`config.mk`:
```
export PLATFORM = sky130hd
export DESIGN_NAME = mips_muldiv32
export DESIGN_NICKNAME = d
export VERILOG_FILES = /design/src/rtl/mips_muldiv32.sv
export SDC_FILE = /design/constraint.sdc
export NUM_CORES = 1
export LEC_CHECK = 0
export ABC_AREA = 1
export BUFFER_PORTS_ARGS = -buffer_cell sky130_fd_sc_hd__buf_2
export CAP_MARGIN = 20
export CORE_MARGIN = 2
export CORE_UTILIZATION = 30
export DETAILED_ROUTE_END_ITERATION = 10
export PLACE_DENSITY = 0.45
export SETUP_SLACK_MARGIN = 0.15
export SYNTH_ARGS = -nofsm -noshare
export SYNTH_HDL_FRONTEND = slang
export SYNTH_SLANG_ARGS = --single-unit
```
`constraint.sdc`:
```
create_clock -name clk -period 2.9 [get_ports clk]
set_input_delay 0 -clock clk [delete_from_list [all_inputs] [get_ports clk]]
set_output_delay 0 -clock clk [all_outputs]
set_load 0.03 [all_outputs]
```
`src/rtl/mips_muldiv32.sv`:
```
// mips_muldiv32: multi-cycle MULT/MULTU/DIV/DIVU unit with HI/LO registers.
// Each op runs as one bit per cycle for WIDTH cycles on magnitudes, then a
// single FIX cycle applies the sign correction and writes HI/LO. Latency is
// fixed: every accepted op writes its result WIDTH+1 edges after acceptance.
module mips_muldiv32 #(
    parameter int WIDTH = 32
) (
    input  logic             clk,
    input  logic             rst_n,
    input  logic             start,
    input  logic [1:0]       op,
    input  logic [WIDTH-1:0] A,
    input  logic [WIDTH-1:0] B,
    input  logic             cancel,
    input  logic             mthi,
    input  logic             mtlo,
    output logic             busy,
    output logic             done,
    output logic             div_by_zero,
    output logic [WIDTH-1:0] hi,
    output logic [WIDTH-1:0] lo
);

    localparam int CW = $clog2(WIDTH);
    localparam logic [CW-1:0] LAST = CW'(WIDTH - 1);

    typedef enum logic [1:0] {
        S_IDLE,
        S_MUL,
        S_DIV,
        S_FIX
    } state_t;

    state_t               state;
    logic [CW-1:0]        cnt;
    logic                 is_div;
    logic                 neg_q;      // product / quotient must be negated
    logic                 neg_r;      // remainder takes the dividend's sign
    logic                 div0;
    logic [WIDTH-1:0]     mag_a;
    logic [WIDTH-1:0]     mag_b;
    // MUL: {partial product high, multiplier shifting out at bit 0}
    // DIV: {partial remainder, dividend shifting out / quotient shifting in}
    logic [2*WIDTH-1:0]   acc;

    logic                 sgn_op;
    logic                 a_neg;
    logic                 b_neg;
    logic [WIDTH-1:0]     abs_a;
    logic [WIDTH-1:0]     abs_b;
    logic [WIDTH:0]       mul_sum;
    logic [2*WIDTH-1:0]   mul_next;
    logic [WIDTH:0]       div_shift;
    logic [WIDTH:0]       div_diff;
    logic                 div_ge;
    logic [2*WIDTH-1:0]   div_next;
    logic [2*WIDTH-1:0]   prod_fix;
    logic [WIDTH-1:0]     quot_fix;
    logic [WIDTH-1:0]     rem_fix;
    logic [WIDTH-1:0]     a_back;

    // Operand conditioning at issue plus one iteration step of each datapath
    always_comb begin
        sgn_op    = ~op[0];
        a_neg     = sgn_op & A[WIDTH-1];
        b_neg     = sgn_op & B[WIDTH-1];
        abs_a     = a_neg ? (~A + 1'b1) : A;
        abs_b     = b_neg ? (~B + 1'b1) : B;

        mul_sum   = {1'b0, acc[2*WIDTH-1:WIDTH]} + (acc[0] ? {1'b0, mag_a} : '0);
        mul_next  = {mul_sum, acc[WIDTH-1:1]};

        div_shift = {acc[2*WIDTH-1:WIDTH], acc[WIDTH-1]};
        div_ge    = (div_shift >= {1'b0, mag_b});
        div_diff  = div_shift - {1'b0, mag_b};
        div_next  = {(div_ge ? div_diff[WIDTH-1:0] : div_shift[WIDTH-1:0]),
                     acc[WIDTH-2:0], div_ge};

        prod_fix  = neg_q ? (~acc + 1'b1) : acc;
        quot_fix  = neg_q ? (~acc[WIDTH-1:0] + 1'b1) : acc[WIDTH-1:0];
        rem_fix   = neg_r ? (~acc[2*WIDTH-1:WIDTH] + 1'b1) : acc[2*WIDTH-1:WIDTH];
        // Re-signing |A| restores the latched A, so no raw copy is kept
        a_back    = neg_r ? (~mag_a + 1'b1) : mag_a;
    end

    // Control FSM, iteration registers and HI/LO write-back
    always_ff @(posedge clk or negedge rst_n) begin
        if (!rst_n) begin
            state       <= S_IDLE;
            cnt         <= '0;
            is_div      <= 1'b0;
            neg_q       <= 1'b0;
            neg_r       <= 1'b0;
            div0        <= 1'b0;
            mag_a       <= '0;
            mag_b       <= '0;
            acc         <= '0;
            busy        <= 1'b0;
            done        <= 1'b0;
            div_by_zero <= 1'b0;
            hi          <= '0;
            lo          <= '0;
        end else begin
            done        <= 1'b0;
            div_by_zero <= 1'b0;
            case (state)
                S_IDLE: begin
                    if (start) begin
                        is_div <= op[1];
                        neg_q  <= a_neg ^ b_neg;
                        neg_r  <= a_neg;
                        div0   <= op[1] & (B == '0);
                        mag_a  <= abs_a;
                        mag_b  <= abs_b;
                        acc    <= {{WIDTH{1'b0}}, (op[1] ? abs_a : abs_b)};
                        cnt    <= '0;
                        busy   <= 1'b1;
                        state  <= op[1] ? S_DIV : S_MUL;
                    end else begin
                        if (mthi) hi <= A;
                        if (mtlo) lo <= A;
                    end
                end
                S_MUL, S_DIV: begin
                    if (cancel) begin
                        busy  <= 1'b0;
                        state <= S_IDLE;
                    end else begin
                        acc <= (state == S_MUL) ? mul_next : div_next;
                        cnt <= cnt + 1'b1;
                        if (cnt == LAST) state <= S_FIX;
                    end
                end
                S_FIX: begin
                    if (!cancel) begin
                        if (!is_div) begin
                            hi <= prod_fix[2*WIDTH-1:WIDTH];
                            lo <= prod_fix[WIDTH-1:0];
                        end else if (div0) begin
                            hi <= a_back;
                            lo <= '1;
                        end else begin
                            hi <= rem_fix;
                            lo <= quot_fix;
                        end
                        done        <= 1'b1;
                        div_by_zero <= div0;
                    end
                    busy  <= 1'b0;
                    state <= S_IDLE;
                end
                default: begin
                    busy  <= 1'b0;
                    state <= S_IDLE;
                end
            endcase
        end
    end

endmodule

```
=== Word level (Yosys, flattened, before mapping) ===
Index checks and enable logic that the tools add are counted.
Widths: inputs -> output; s select.

* Add/sub/neg operators: 9
* Magnitude comparators: 1
* Bitwise gates (word level): 11
* Equality and inequality tests: 12
* Reductions and logical operators: 11
* Muxes and demuxes: 40

{| class="wikitable"
|+ Operators with widths
! operator !! count
|-
| $mux 32 || 18
|-
| $mux 64 || 4
|-
| $add 32x1->32 const B || 5
|-
| $not 32->32 || 5
|-
| $pmux 32 s2 || 2
|-
| $pmux 64 s2 || 1
|-
| $add 64x1->64 const B || 1
|-
| $not 64->64 || 1
|-
| $add 32x32->33 || 1
|-
| $ge 33x32->1 || 1
|-
| $logic_not 32->1 || 1
|-
| $sub 32x32->32 || 1
|-
| $ne 2x2->1 const B || 7
|-
| $mux 5 || 2
|-
| $pmux 5 s2 || 1
|-
| $mux 2 || 4
|-
| $reduce_and 4->1 || 2
|-
| $mux 1 || 6
|-
| $pmux 2 s3 || 1
|-
| $reduce_and 2->1 || 3
|-
| $add 5x1->5 const B || 1
|-
| $eq 5x5->1 const B || 1
|-
| $eq 2x2->1 const B || 2
|-
| $reduce_bool 2->1 || 2
|-
| 9 further kinds || 11
|}

* Input bits: 72
* Flip-flop bits (word level): 206
* Output and inout port bits: 67

=== Depth between registers and ports, before layout ===
Gate-level depths: netlist of run 1.

* Word-level depth: 7
* Gate-level depth with buffers: 22
* Mapped depth without buffers: 20

=== Least setup slack after synthesis of run 1 ===
OpenSTA, ideal clock, no wires.

* Path type: reg-to-reg
* Start: register acc[0]
* End: register acc[61]
* Library setup time: 116 ps
* Arrival time: 2667 ps
* Required time: 2784 ps
* Clock period less this slack: 2783 ps
* Cell stages (with the launch flop): 22
* Slack: 117 ps
* Buffers on the path: 2
* Cells stage by stage: dfrtp_1 > buf_2 > clkbuf_1 > nand2_1 > inv_1 > ha_1 > inv_1 > fa_1 > inv_1 > nand2_1 > o21ai_0 > nand2_1 > nand2_1 > nand3_1 > nand2_1 > nand2_1 > nand3_1 > nand2_1 > o21ai_0 > inv_1 > nand2_1 > nand2_1

* Longest elaborated chain between the ends: 5

{| class="wikitable"
|+ Ends and longest elaborated chain
! item !! line !! text
|-
| start: declaration || 44 || <nowiki>logic [2*WIDTH-1:0] acc;</nowiki>
|-
| start signal: assignment || 115 || <nowiki>acc <= {{WIDTH{1'b0}}, (op[1] ? abs_a : abs_b)};</nowiki>
|-
| start signal: assignment || 129 || <nowiki>acc <= (state == S_MUL) ? mul_next : div_next;</nowiki>
|-
| $mux 32 || 70 || <nowiki>mul_sum = {1'b0, acc[2*WIDTH-1:WIDTH]} + (acc[0] ? {1'b0, mag_a} : '0);</nowiki>
|-
| $add 32x32->33 || 70 ||
|-
| $mux 64 || 129 ||
|-
| $mux 64 || 125 || <nowiki>if (cancel) begin</nowiki>
|-
| $pmux 64 s2 || 106 || <nowiki>case (state)</nowiki>
|}

No other way between the ends. The select of a mux whose other input is x is not followed.
A chain may end at the register's enable or synchronous reset.

=== Final worst setup path of run 1 ===
* Start: register acc[0]
* End: register acc[60]

Same word-level chain as after synthesis.

==> results_dict.tcl, run 1 <==
set metrics [dict create \
    outcome "finished, final reports clean" \
    cts_tree "done" \
    multiInputGateArea_mm2 0.0133 \
    rsz0062_at_grt "yes" \
    clk_pin_slew_ns 0.07 \
    finalCritPeriodShare 0.912 \
    ys_warn_count 0 \
    initial_utilization 0.305 \
    ys_seq_elements 206 \
    fin_nets 3804 \
    area_delta_synth_final_pct 22.8 \
    syn_area_mm2 0.0201 \
    finalSetupViolCount 0 \
    fill_cells 7471 \
    peakVddDrop_v 0.000781 \
    die-area_mm2 0.0692 \
    io_pins 139 \
    rr_worst_depth 15 \
    cpPeakStageDelay_ns 0.44 \
    worstSetupEndpointType "flop" \
    r2r_start "acc[0]$_DFFE_PN0P_" \
    cap_violations 0 \
    crit_chain "buf_12, nand2_1, inv_1, ha_1, nand2_1, nor2_1, nand3_1, nand2_1, nand2_1, nand3_1, nand3_1, nand2_1, inv_1, nand2_1, nand2_1" \
    power_leakage_nw 11.8 \
    clock_latency_ns 0.62 \
    globalplace.congestion 0.998 \
    drt_iter0_markers 2463 \
    hold_class "in2async" \
    wl_per_cell_um 22.9 \
    cp_max_fo 18 \
    drive_above_1_share 0.120 \
    drc_errors 0 \
    final_cell_mix "877 x nand2_1, 478 x nor2_1, 376 x inv_1, 315 x nand3_1, 280 x o21ai_0" \
    clockBufferDepth 3 \
    grt_pass1_wl_mm 152 \
    power_mw 33.0 \
    ys_seq_area_frac 0.256 \
    syn-num-nets 3550 \
    rows 94 \
    grt_usage 0.293 \
    wl_mm 104 \
    coreArea_mm2 0.0661 \
    syn_inst 3402 \
    required_ns 3.36 \
    slew_headroom 0.468 \
    die_w_um 263 \
    synth_edf_count 0 \
    ys_types 47 \
    antenna_left 0 \
    die_h_um 263 \
    vias 24200 \
    tns_ns 0 \
    num_antenna_cells 0 \
    cts.htree.levels 1 \
    fmax_mhz 378 \
    grt_max_degree 93 \
    synthArstFlopShare 1.00 \
    crit_top_cell "nand2_1" \
    critPathKind "reg2reg" \
    io_buffers 138 \
    numCtsBuffers 28 \
    critical_path.endpoint "acc[60]$_DFFE_PN0P_" \
    vias_per_cell 5.32 \
    first_global_vias 22800 \
    startpoint_type "flop" \
    maxSlewViolCount 0 \
    period_minus_slack_ns 2.64 \
    r2r_setup_slack_ns 0.26 \
    final_common_cell "nand2_1" \
    path_depth 15 \
    design_area_mm2 0.0247 \
    critPathTopFamily "simple AND/OR/NAND/NOR gates" \
    fin_skew_ns 0.0572 \
    powerDensity_mw_per_mm2 1330 \
    hold_slack_ns 0.0000655 \
    antenna_found_initial 4 \
    cp-startpoint "acc[0]$_DFFE_PN0P_" \
    worst_path_max_delay_cell "dfrtp_2" \
    cts.sinks 206 \
    dp_hpwl_mm 85.1 \
    synthFlopType "dfrtp_1" \
    regArea_mm2 0.00516 \
    tightest_slew_ns 0.797 \
    hold_violations 0 \
    arrival_ns 3.11 \
    first_pass_iters 8 \
    reg2reg_to "acc[60]$_DFFE_PN0P_" \
    avgSynthCellArea_um2 5.92 \
    path_buf_inv 3 \
    cts_root_buffer "clkbuf_16" \
    grt-ovfl-total 0 \
    placed_cell_area_mm2 0.0225 \
]
-- metal layers --
| metal | wire length, µm | track usage | up-vias |
|---|---|---|---|
| met5 | 13 | 0 | - |
| met4 | 5010 | 0.119 | 2 |
| met3 | 6430 | 0.0334 | 188 |
| met2 | 45100 | 0.456 | 885 |
| met1 | 47400 | 0.412 | 11400 |
| li1 | - | - | 11600 |
-- kinds of logic after synthesis --
family          count (synthesis)  synth area share
buf+inv                       525             0.100
flops                         206             0.256
xor+xnor                       83            0.0361
simple gates                 1855             0.384
compound gates                657             0.175
fa+ha+maj                      76            0.0480
-- Yosys cell counts, types with 22 or more instances --
library cell	count	area (µm²)
nor2_1	501	1880
a31oi_1	31	194
a21oi_1	248	1240
ha_1	74	926
nand2_1	886	3330
nor3_1	45	225
xor2_1	70	613
nand4_1	52	325
o211ai_1	22	165
inv_1	386	1450
buf_1	24	90.1
o21ai_0	286	1430
nand3_1	317	1590
dfrtp_1	206	5150
clkbuf_1	86	323
-- metrics by stage --
| step | worst slack [ns] | cells | utilization |
|---|---|---|---|
| CTS | 0.167 | 4533 | 0.368 |
| detailed placement | 0.243 | 4400 | 0.340 |
| global placement | 0.109 | 4400 | 0.340 |
| finish | 0.255 | 4541 | 0.374 |
| global route | 0.0630 | 4541 | 0.374 |
| floorplan | 0.222 | 3402 | - |
-- area by class of cell --
cell class | count | area share
tap | 864 | 0.0437
clock buffer | 41 | 0.0323
sequential | 206 | 0.209
timing repair buffer | 352 | 0.108
multi-input combinational | 2671 | 0.538
clock inverter | 10 | 0.00769
inverter | 397 | 0.0607
-- worst min path at each step --
| stage | start | endpoint | depth (start not counted) |
|---|---|---|---|
| global route | A[4] | mag_a[4]$_DFFE_PN0P_ | 5 |
| floorplan | rst_n | acc[0]$_DFFE_PN0P_ | 0 |
| CTS | A[9] | lo[9]$_DFFE_PN0P_ | 5 |
| detailed placement | rst_n | acc[56]$_DFFE_PN0P_ | 1 |
| finish | rst_n | acc[36]$_DFFE_PN0P_ | 2 |
| global placement | rst_n | acc[59]$_DFFE_PN0P_ | 1 |
-- what timing repair did --
| item | in CTS | in global routing |
|---|---|---|
| gates resized for setup | 0 | 98 |
| setup buffers | 0 | 7 |
| endpoints found under the hold margin | 306 | 0 |
| hold buffers | 82 | 0 |
| endpoints found under the setup margin | 0 | 50 |
-- report_power, final --
group	switching, mW	internal, mW
clock	1.50	2.28
sequential	1.70	4.28
combinational	15.8	7.44
total	19.0	14.0
-- registers in the layout, indices dropped and copies added (netlist names) --
name,count
mag_a,32
is_div,1
done,1
div_by_zero,1
hi,32
cnt,5
busy,1
neg_r,1
mag_b,32
acc,64
neg_q,1
state,2
div0,1
lo,32
No activity file was read; power rests on OpenSTA's default activity.
==> run 2: changes to the inputs <==
Settings changed: PLACE_DENSITY 0.45 to not set, PLACE_DENSITY_LB_ADDON set to 0.2.
==> results_dict.tcl, run 2 (same netlist as run 1, synthesis figures left out) <==
set metrics [dict create \
    outcome "finished, violations left" \
    violations "hold timing" \
    crit_top_cell "nand3_1" \
    rows 94 \
    vias 24300 \
    seqPwrFrac 0.183 \
    hold_slack_ns -0.00413 \
    fill_cells 7422 \
    worstSetupEndpointType "flop" \
    crit_chain "buf_12, nand2_1, inv_1, ha_1, nand2_1, nor2_1, inv_1, nor4_1, nand3_1, nand3_1, nand3_1, nand3_1, nand2_1" \
    dpl.cell_count 4402 \
    clock_latency_ns 0.59 \
    first_global_vias 22700 \
    wl_per_cell_um 22.2 \
    multiInputGateArea_mm2 0.0131 \
    antenna_left 0 \
    r2r_setup_slack_ns 0.19 \
    grt_pass1_wl_mm 148 \
    hold_violations 1 \
    power_frac_comb 0.708 \
    die_w_um 263 \
    final_cell_mix "880 x nand2_1, 490 x nor2_1, 380 x inv_1, 315 x nand3_1, 281 x o21ai_0" \
    drt_iter0_markers 2476 \
    slew_headroom 0.294 \
    final_common_cell "nand2_1" \
    arrival_ns 3.18 \
    die-area_mm2 0.0692 \
    hold_class "in2reg" \
    period_minus_slack_ns 2.71 \
    cap_violations 0 \
    tightest_slew_ns 1.05 \
    peakVddDrop_v 0.00133 \
    cpPeakStageDelay_ns 0.44 \
    wl_mm 100 \
    grt_usage 0.283 \
    finalCritPeriodShare 0.935 \
    grt_max_degree 92 \
    regArea_mm2 0.00516 \
    antenna_found_initial 2 \
    rsz0062_at_grt "yes" \
    path_buf_inv 3 \
    cts.htree.levels 1 \
    powerDensity_mw_per_mm2 1310 \
    finalSetupViolCount 0 \
    design_area_mm2 0.0243 \
    grt-ovfl-total 0 \
    area_delta_synth_final_pct 20.8 \
    power_leakage_nw 11.7 \
    cts.sinks 206 \
    fin_nets 3793 \
    clk_pin_slew_ns 0.07 \
    initial_utilization 0.305 \
    switching_share 0.579 \
    regMostFlops "acc" \
    p_switching_mw 18.5 \
    fmax_mhz 369 \
    drc_errors 0 \
    tns_ns 0 \
    cts_root_buffer "clkbuf_16" \
    required_ns 3.37 \
    drive_above_1_share 0.108 \
    die_h_um 263 \
    startpoint_type "flop" \
    critPathTopFamily "simple AND/OR/NAND/NOR gates" \
    worst_path_max_delay_cell "dfrtp_2" \
    fin_skew_ns 0.0187 \
    coreArea_mm2 0.0661 \
    vias_per_cell 5.36 \
    instances_no_fill 4531 \
    cts_tree "done" \
    power_mw 31.9 \
    placed_cell_area_mm2 0.0225 \
    dp_hpwl_mm 81.9 \
    largest_reg_flops 64 \
    maxSlewViolCount 0 \
    cp_max_fo 32 \
    io_buffers 138 \
    clockBufferDepth 3 \
    io_pins 139 \
    internal-power_mw 13.4 \
    clockPowerShare 0.109 \
    critPathKind "reg2reg" \
    globalplace.congestion 1.03 \
    first_pass_iters 6 \
    numCtsBuffers 27 \
]
==> run 2: metal layers <==
layer | track usage | share of wire | vias up
met2 | 0.445 | 0.44 | 976
li1 | - | - | 11600
met3 | 0.0380 | 0.072 | 169
met5 | 0 | 0.00011 | -
met4 | 0.119 | 0.045 | 2
met1 | 0.389 | 0.44 | 11500
==> run 2: per-stage QoR <==
stage	utilization	worst slack (ns)	hold WS, ns
3_5_place_dp	0.340	0.250	-0.00728
3_3_place_gp	0.340	0.228	-0.00666
6_report	0.368	0.189	-0.00413
5_1_grt	0.368	0.106	0.0629
4_1_cts	0.365	0.171	0.00292
2_1_floorplan	-	0.222	-0.296
==> run 2: final timing paths <==
check	from	to	cells past startpoint
min in group asynchronous	rst_n	hi[19]$_DFFE_PN0P_	3
max reg2reg	acc[0]$_DFFE_PN0P_	acc[62]$_DFFE_PN0P_	13
max	acc[0]$_DFFE_PN0P_	acc[62]$_DFFE_PN0P_	13
max in group asynchronous	rst_n	hi[22]$_DFFE_PN0P_	4
min reg2reg	mag_b[23]$_DFFE_PN0P_	mag_b[23]$_DFFE_PN0P_	2
min	B[7]	mag_b[7]$_DFFE_PN0P_	5
==> run 2: what timing repair did <==
item	in CTS	in global routing
hold buffers	77	0
gates resized for setup	0	51
endpoints found under the hold margin	291	0
setup buffers	0	1
endpoints found under the setup margin	0	50
==> run 2: layout make-up <==
type                       count  area share
inverter                     397      0.0614
tap                          864      0.0444
clock buffer                  41      0.0324
clock inverter                 8     0.00406
timing repair buffer         342       0.105
multi-input combinational   2671       0.540
sequential                   206       0.212
antenna                        2    0.000206
==> run 2: power by group through the flow <==
stage	registers [mW]	clock network (mW)	logic, mW
floorplan	6.13	0	13.5
global placement	5.82	0	21.8
detailed placement	5.83	0	21.8
CTS	5.79	3.54	22.1
global route	5.95	3.65	24.8
finish	5.84	3.50	22.6
==> run 2: worst min-delay path: cells and delay by family <==
| family | cells | cell delay, ns |
|---|---|---|
| AO/OA/AOI/OAI | 1 | 0.07 |
| XOR/XNOR | 1 | 0.19 |
| buffers and inverters | 2 | 0.19 |
| AND/OR/NAND/NOR | 1 | 0.08 |
